**src/rtl/readout_decoder_if.sv**
```systemverilog
// Bus between a requester and readout_decoder: start/bcd request and the
// registered binary result with its ready / done_tick / ovf / err status.
interface readout_decoder_if #(
  parameter int BCD_N = 3,
  parameter int BIN_N = 10
);
  logic               start;
  logic [BCD_N*4-1:0] bcd;
  logic [BIN_N-1:0]   bin;
  logic               ready;
  logic               done_tick;
  logic               ovf;
  logic               err;

  modport master (output start, bcd, input bin, ready, done_tick, ovf, err);
  modport slave  (input start, bcd, output bin, ready, done_tick, ovf, err);
endinterface

```
**src/rtl/readout_decoder.sv**
```systemverilog
// Serial packed-BCD to binary converter, one digit per cycle, MSD first.
// Optional invalid-digit detection under `READOUT_DECODER_DIGIT_CHECK_EN.
module readout_decoder #(
  parameter int BCD_N = 3,
  parameter int BIN_N = 10
) (
  input  logic              clk,
  input  logic              reset,
  readout_decoder_if.slave  bus
);
  localparam int CNT_W = $clog2(BCD_N + 1);
  localparam int ACC_W = BIN_N + 4;
  localparam int SR_W  = BCD_N * 4;

  typedef enum logic [1:0] {S_IDLE = 2'd0, S_OP = 2'd1, S_DONE = 2'd2} state_t;

  state_t           r_state, w_state_nxt;
  logic [SR_W-1:0]  r_sreg;
  logic [ACC_W-1:0] r_acc;
  logic [CNT_W-1:0] r_cnt;
  logic [BIN_N-1:0] r_bin;
  logic             r_ovf;
  logic [3:0]       w_digit;
  logic [ACC_W-1:0] w_acc_nxt;
  logic             w_last;
  logic             w_bad_nxt;

  assign w_digit   = r_sreg[SR_W-1 -: 4];
  assign w_acc_nxt = r_acc * ACC_W'(10) + ACC_W'(w_digit);
  assign w_last    = (r_cnt == CNT_W'(1));

  always_ff @(posedge clk or negedge reset)
    if (!reset) r_state <= S_IDLE;
    else        r_state <= w_state_nxt;

  always_comb begin
    w_state_nxt = r_state;
    case (r_state)
      S_IDLE:  if (bus.start) w_state_nxt = S_OP;
      S_OP:    if (w_last)    w_state_nxt = S_DONE;
      S_DONE:                 w_state_nxt = S_IDLE;
      default:                w_state_nxt = S_IDLE;
    endcase
  end

  always_ff @(posedge clk or negedge reset)
    if (!reset) begin
      r_sreg <= '0;
      r_acc  <= '0;
      r_cnt  <= '0;
      r_bin  <= '0;
      r_ovf  <= 1'b0;
    end else begin
      case (r_state)
        S_IDLE: if (bus.start) begin
          r_sreg <= bus.bcd;
          r_acc  <= '0;
          r_cnt  <= CNT_W'(BCD_N);
        end
        S_OP: begin
          r_acc  <= w_acc_nxt;
          r_sreg <= r_sreg << 4;
          r_cnt  <= r_cnt - CNT_W'(1);
          // Results latch on the edge consuming the last digit, so they are
          // already valid during the done cycle and hold until the next one.
          if (w_last) begin
            r_bin <= w_bad_nxt ? '0 : w_acc_nxt[BIN_N-1:0];
            r_ovf <= !w_bad_nxt && (|w_acc_nxt[ACC_W-1:BIN_N]);
          end
        end
        default: ;
      endcase
    end

`ifdef READOUT_DECODER_DIGIT_CHECK_EN
  logic r_bad, r_err;

  // Sticky per conversion; includes the digit consumed on this edge.
  assign w_bad_nxt = r_bad | (w_digit > 4'd9);

  always_ff @(posedge clk or negedge reset)
    if (!reset) begin
      r_bad <= 1'b0;
      r_err <= 1'b0;
    end else if (r_state == S_IDLE && bus.start) begin
      r_bad <= 1'b0;
    end else if (r_state == S_OP) begin
      r_bad <= w_bad_nxt;
      if (w_last) r_err <= w_bad_nxt;
    end

  assign bus.err = r_err;
`else
  assign w_bad_nxt = 1'b0;
  assign bus.err   = 1'b0;
`endif

  assign bus.bin       = r_bin;
  assign bus.ovf       = r_ovf;
  assign bus.ready     = (r_state == S_IDLE);
  assign bus.done_tick = (r_state == S_DONE);
endmodule

```
**src/flat_wrapper.sv**
```systemverilog
// flat-port wrapper written by rule: the top's interface ports become plain ports
module readout_decoder_flat 
#(
  parameter int BCD_N = 3,
  parameter int BIN_N = 10
)
  (clk, reset, bus_start, bus_bcd, bus_bin, bus_ready, bus_done_tick, bus_ovf, bus_err);
  readout_decoder_if #(.BCD_N(BCD_N), .BIN_N(BIN_N)) bus_i ();
  input  logic clk;
  input  logic reset;
  input wire logic [$bits(bus_i.start)-1:0] bus_start;
  input wire logic [$bits(bus_i.bcd)-1:0] bus_bcd;
  output wire logic [$bits(bus_i.bin)-1:0] bus_bin;
  output wire logic [$bits(bus_i.ready)-1:0] bus_ready;
  output wire logic [$bits(bus_i.done_tick)-1:0] bus_done_tick;
  output wire logic [$bits(bus_i.ovf)-1:0] bus_ovf;
  output wire logic [$bits(bus_i.err)-1:0] bus_err;
  assign bus_i.start = bus_start;
  assign bus_i.bcd = bus_bcd;
  assign bus_bin = bus_i.bin;
  assign bus_ready = bus_i.ready;
  assign bus_done_tick = bus_i.done_tick;
  assign bus_ovf = bus_i.ovf;
  assign bus_err = bus_i.err;
  readout_decoder #(.BCD_N(BCD_N), .BIN_N(BIN_N)) u_core (.clk(clk), .reset(reset), .bus(bus_i));
endmodule
```
**config.mk**
```make
export PLATFORM = sky130hd
export DESIGN_NAME = readout_decoder_flat
export DESIGN_NICKNAME = d
export VERILOG_FILES = /design/src/rtl/readout_decoder_if.sv /design/src/rtl/readout_decoder.sv /design/src/flat_wrapper.sv
export SDC_FILE = /design/constraint.sdc
export NUM_CORES = 1
export LEC_CHECK = 0
export CAP_MARGIN = 20
export CORE_UTILIZATION = 63
export CTS_CLUSTER_DIAMETER = 100
export CTS_CLUSTER_SIZE = 25
export DETAILED_ROUTE_END_ITERATION = 8
export DONT_BUFFER_PORTS = 1
export GPL_TIMING_DRIVEN = 0
export PLACE_DENSITY = 0.83
export SLEW_MARGIN = 0
export SYNTH_ARGS = -nofsm -noshare
export SYNTH_HDL_FRONTEND = slang
export SYNTH_SLANG_ARGS = --single-unit
```
**constraint.sdc**
```tcl
create_clock -name clk -period 3.7 [get_ports clk]
set_input_delay 0.925 -clock clk [delete_from_list [all_inputs] [get_ports clk]]
set_output_delay 0.925 -clock clk [all_outputs]
set_load 0.01 [all_outputs]
```
==> qor.yml, run 1 <==
drt:
  post_drt_wl_per_cell_microns: 15.8
  routed_via_density: 5.89
  drt_iter0_drc: 60
  via_count: 1778
  drc: 0
  ant_nets: 0
  dr.pass1.iters: 4
  wl_microns: 4760
global_route:
  grt_pass1_vias: 1803
  antenna_found_initial: 0
  grt_pass1_wl_microns: 8450
  grt_use_total_pct: 27.4
  grt_max_degree: 41
  grt_overflow: 0
floorplanning:
  io_pins: 29
  core_sq_um: 3660
  dieArea_sq_um: 4100
  start_util_pct: 66.2
  fp.dieW_microns: 64.0
  chipHeight_microns: 64.0
  fp-row-count: 22
worst_setup_path:
  crit_type: "register to register"
  worstPathMaxFanout: 6
  cp_cell_sequence: "ha_1, ha_1, fa_1, a211oi_2, o21bai_2, a21oi_1, xor2_2, or4_1, o22ai_1, a2bb2oi_1"
  r2r-start: "u_core.r_acc[1]"
  critPathRequiredTime_ns: 3.87
  worstSetupStartpointType: "register"
  cpMaxStageDelayCell: "or4_1"
  max_stage_delay_ns: 0.54
  crit_start: "u_core.r_acc[1]"
  critPathArrivalTime_ns: 3.28
  crit_top_cell: "ha_1"
  crit_path_end_kind: "register"
synth:
  synth_area_sq_um: 2420
  synth_area_leaders: "dfrtp_1 (41%), ha_1 (12%), o21ai_0 (6.6%)"
  synth_area_leader_cell: "dfrtp_1"
  yosysUniqueCellTypes: 40
  yosysWarnings: 0
  synthCells: 247
  synth_seq_cells: 40
  synth_common_cells: "dfrtp_1 (40), nand2_1 (37), o21ai_0 (32)"
  synth_seq_area_share_pct: 41.3
  synth_ff_type: "dfrtp_1"
  synth_top_area_share_pct: 41.3
  synth.most_common_cell: "dfrtp_1"
  syn_nets: 287
  synthArstFlopShare_pct: 100
  synth.avg_cell_area_sq_um: 9.81
  synth_edf_count: 0
placement:
  portBuffers: 0
  hpwl_microns: 3500
  place.gp.congestion: 0.821
clock_tree:
  hold_buffers: 0
  htreeDepth: 2
  ctsLongestPathBuffers: 2
  cts_sinks: 40
  clock_latency_ns: 0.29
  ctsResizeCount: 0
  cts_tree: "done"
  clkTransAtPathRegs_ns: 0.07
  clockRootBuffer: "clkbuf_8"
  cts_setup_buffers: 0
  cts_made_buffers: 5
timing:
  slew_violations: 0
  setup-tns-final_ns: 0
  fin_skew_ns: 0.00796
  period_minus_slack_ns: 3.11
  min_period_over_period_pct: 84.0
  hold_violations: 0
  max_freq_mhz: 322
  setup_violations: 0
  tightest_slew_ns: 0.502
  rsz0062_at_grt: "no"
  maxSlewHeadroom_pct: 66.3
cells_and_area:
  synthToLayoutAreaGrowth_pct: 5.68
  nets: 294
  num_antenna_cells: 0
  fillCellCount: 282
  multi_input_area_sq_um: 1350
  seqCellArea_sq_um: 1000
  drive_above_1_share_pct: 7.48
worst_hold_path:
  hp-class: "input pin to async pin"
run_status:
  run_status: "complete, no violations"
run:
  drv_cap: 0
## state kept, by name, summed over array words and instances, names as in the netlist
| signal | count |
|---|---|
| u_core.bus.ovf | 1 |
| u_core.r_state | 2 |
| u_core.bus.bin | 10 |
| u_core.r_sreg | 12 |
| u_core.r_cnt | 2 |
| u_core.r_acc | 13 |
## final timing paths
path	to	slack, ns	cells past startpoint
worst min-delay path	u_core.r_acc[2]	0.32	0
min in group clk	u_core.r_sreg[6]	0.50	2
worst max-delay path	u_core.bus.ovf	0.59	10
worst min register to register	u_core.r_sreg[6]	0.50	2
max in group asynchronous	u_core.bus.bin[7]	3.29	0
worst max register to register	u_core.bus.ovf	0.59	10
## cell type report
| cell class | instances | area share (%) |
|---|---|---|
| Inverter | 8 | 1.17 |
| Sequential cell | 40 | 39.1 |
| Clock inverter | 1 | 0.196 |
| Multi-Input combinational cell | 189 | 52.7 |
| Tap cell | 48 | 2.35 |
| Clock buffer | 6 | 2.83 |
| Buffer | 10 | 1.66 |
## kinds of logic after synthesis
family | after synthesis | synth area share [%]
and+or+nand+nor | 67 | 12.9
AOI/OAI and AO/OA | 64 | 16.3
xor gates and xnor gates | 22 | 8.57
adders and majority gates | 25 | 13.5
DFF | 40 | 41.3
muxes | 10 | 4.24
other | 1 | 0.155
buffers and inverters | 18 | 3.00
## cells in the final DEF, fill, tap and decap left out, types with 2 or more instances in the layout
cell type	n
o21ai_0	32
inv_1	8
a22o_1	4
nand2b_1	2
a21o_1	2
mux2i_1	8
a31oi_1	2
nand3_1	4
xor2_1	9
fa_1	2
clkbuf_1	9
ha_1	23
nor2b_1	8
nand2_1	37
xor2_2	2
xnor2_1	11
dfrtp_1	40
o22ai_1	3
a21oi_1	12
nor2_1	7
clkbuf_8	5
or4_1	2
mux2_2	2
o21bai_2	2
## stage by stage
step	cells	setup WS [ns]	util (%)	cell area [sq um]	hold slack (ns)
2_1_floorplan	247	0.864	-	2420	0.450
3_3_place_gp	295	0.664	67.8	2480	0.462
3_5_place_dp	295	0.640	67.8	2480	0.480
4_1_cts	302	0.589	69.9	2560	0.314
5_1_grt	302	0.401	69.9	2560	0.311
6_report	302	0.590	69.9	2560	0.319
## metal layers
| metal | GRT usage [%] | vias to the layer above | part of all wire, % |
|---|---|---|---|
| met5 | 0 | - | 0 |
| met4 | 11.1 | 0 | 2.0 |
| met3 | 5.00 | 10 | 4.7 |
| met2 | 47.5 | 35 | 49 |
| met1 | 33.5 | 859 | 44 |
| li1 | - | 874 | - |
## critical path: cells and delay by family (launching register included)
kind	cells	cell delay [ns]
simple gates	1	0.54
fa+ha+maj	3	1.00
compound gates	5	0.85
flops	1	0.44
xor+xnor	1	0.16
Power of run 1 is not shown: default switching activity piles up to over one toggle a cycle in this logic, so the estimate is an artifact.
==> run 2: changes to the inputs <==
==> constraint.sdc (replaced) <==
create_clock -name clk -period 3.16 [get_ports clk]
set_input_delay 0.79 -clock clk [delete_from_list [all_inputs] [get_ports clk]]
set_output_delay 0.79 -clock clk [all_outputs]
set_load 0.01 [all_outputs]
==> run 2 against run 1 <==
- die area is the same
- first-iteration DRC count up 5.0%
- core utilization increased by 0.65 points
- sequential share of layout area fell by 0.36 points
- clock skew rose by 0.0024 ns
- via count increased by 0.22%
- global-route usage unchanged
- hold slack got worse by 0.14 ns
- cell area rose by 0.93%
==> qor.yml, run 2 (same netlist as run 1, synthesis figures left out) <==
run_status:
  run_status: "complete, no violations"
global_route:
  grt_overflow: 0
  grt_max_degree: 41
  antenna_found_initial: 0
  grt_use_total_pct: 27.4
  grt_pass1_wl_microns: 8450
  grt_pass1_vias: 1803
floorplanning:
  chipHeight_microns: 64.0
  fp.dieW_microns: 64.0
  io_pins: 29
  dieArea_sq_um: 4100
  core_sq_um: 3660
  fp-row-count: 22
  start_util_pct: 66.2
cells_and_area:
  mostFrequentLayoutCells: "dfrtp_1 (40), nand2_1 (37), o21ai_0 (32)"
  final_util_pct: 70.6
  drive_above_1_share_pct: 9.45
  instances_no_fill: 302
  fillCellCount: 278
  num_antenna_cells: 0
  top_register: "u_core.r_acc"
  multi_input_area_sq_um: 1370
  final_common_cell: "dfrtp_1"
  synthToLayoutAreaGrowth_pct: 6.66
  nets: 294
  seqCellArea_sq_um: 1000
  largest_reg_flops: 13
timing:
  min_period_over_period_pct: 94.6
  hold_violations: 0
  setup-tns-final_ns: 0
  whs_ns: 0.182
  slew_violations: 0
  fin_skew_ns: 0.0103
  period_minus_slack_ns: 2.99
  setup_violations: 0
  maxSlewHeadroom_pct: 65.9
  tightest_slew_ns: 0.507
  max_freq_mhz: 334
  rsz0062_at_grt: "no"
drt:
  wl_microns: 4770
  ant_nets: 0
  dr_wl_met3_microns: 236
  dr.pass1.iters: 4
  routed.top_layer: "met4"
  wl_met1_microns: 2090
  drc: 0
  via_count: 1782
  routed_via_density: 5.90
  post_drt_wl_per_cell_microns: 15.8
  drt_iter0_drc: 63
  met2_length_microns: 2350
placement:
  place_inst: 295
  portBuffers: 0
  place.gp.congestion: 0.821
  hpwl_microns: 3500
clock_tree:
  clock_latency_ns: 0.30
  htreeDepth: 2
  clockRootBuffer: "clkbuf_8"
  clkTransAtPathRegs_ns: 0.08
  cts_made_buffers: 5
  ctsLongestPathBuffers: 2
  cts_tree: "done"
  cts_sinks: 40
worst_setup_path:
  crit_path_end_kind: "register"
  worstPathMaxFanout: 4
  crit_type: "register to register"
  crit_start: "u_core.r_acc[1]"
  critPathArrivalTime_ns: 3.16
  r2r-start: "u_core.r_acc[1]"
  critPathRequiredTime_ns: 3.33
  worstSetupStartpointType: "register"
run:
  drv_cap: 0
worst_hold_path:
  hp-class: "input pin to async pin"
-- run 2: cell counts in the layout (fill, tap and decap cells not counted) --
Identical to the previous run, type by type.
-- run 2: routing by layer --
| metal | global-route usage [%] | up-vias |
|---|---|---|
| li1 | - | 871 |
| met1 | 33.5 | 858 |
| met2 | 47.5 | 43 |
| met3 | 5.00 | 10 |
| met4 | 11.1 | 0 |
| met5 | 0 | - |
-- run 2: final cells by class --
class / count / share of cell area, %
Clock buffer: 6 / 2.81
Tap cell: 48 / 2.32
Sequential cell: 40 / 38.7
Clock inverter: 1 / 0.194
Multi-Input combinational cell: 189 / 53.1
Inverter: 8 / 1.16
Buffer: 10 / 1.65
-- run 2: worst paths after layout --
path                            slack (ns)                end  depth (start not counted)
worst max-delay path                  0.17     u_core.bus.ovf                         10
worst min-delay path                  0.18  u_core.r_state[1]                          0
worst max register to register        0.17     u_core.bus.ovf                         10
worst min register to register        0.50   u_core.r_sreg[6]                          2
max in group asynchronous             2.88  u_core.bus.bin[7]                          0
min in group clk                      0.50   u_core.r_sreg[6]                          2
-- run 2: critical path, cell delays in order (launching register included) --
cell and delay, ns:
dfrtp_1 0.44, ha_1 0.32, ha_1 0.23, fa_2 0.39
a21o_2 0.20, a21oi_1 0.22, xnor2_2 0.19, nand3_2 0.15
or4_1 0.48, o22ai_1 0.16, a2bb2oi_1 0.08
-- run 2: what timing repair did --
action                     CTS  global route
hold buffers                 0             0
buffers inserted             0             0
gates resized for setup      0             5
setup endpoints to repair    0             3
-- run 2: stage by stage --
| stage | worst slack [ns] | instance area [sq um] |
|---|---|---|
| 3_3_place_gp | 0.124 | 2480 |
| 2_1_floorplan | 0.324 | 2420 |
| 5_1_grt | 0.00195 | 2580 |
| 4_1_cts | 0.0485 | 2560 |
| 6_report | 0.169 | 2580 |
| 3_5_place_dp | 0.100 | 2480 |
Power of run 2 is left out for the same reason.
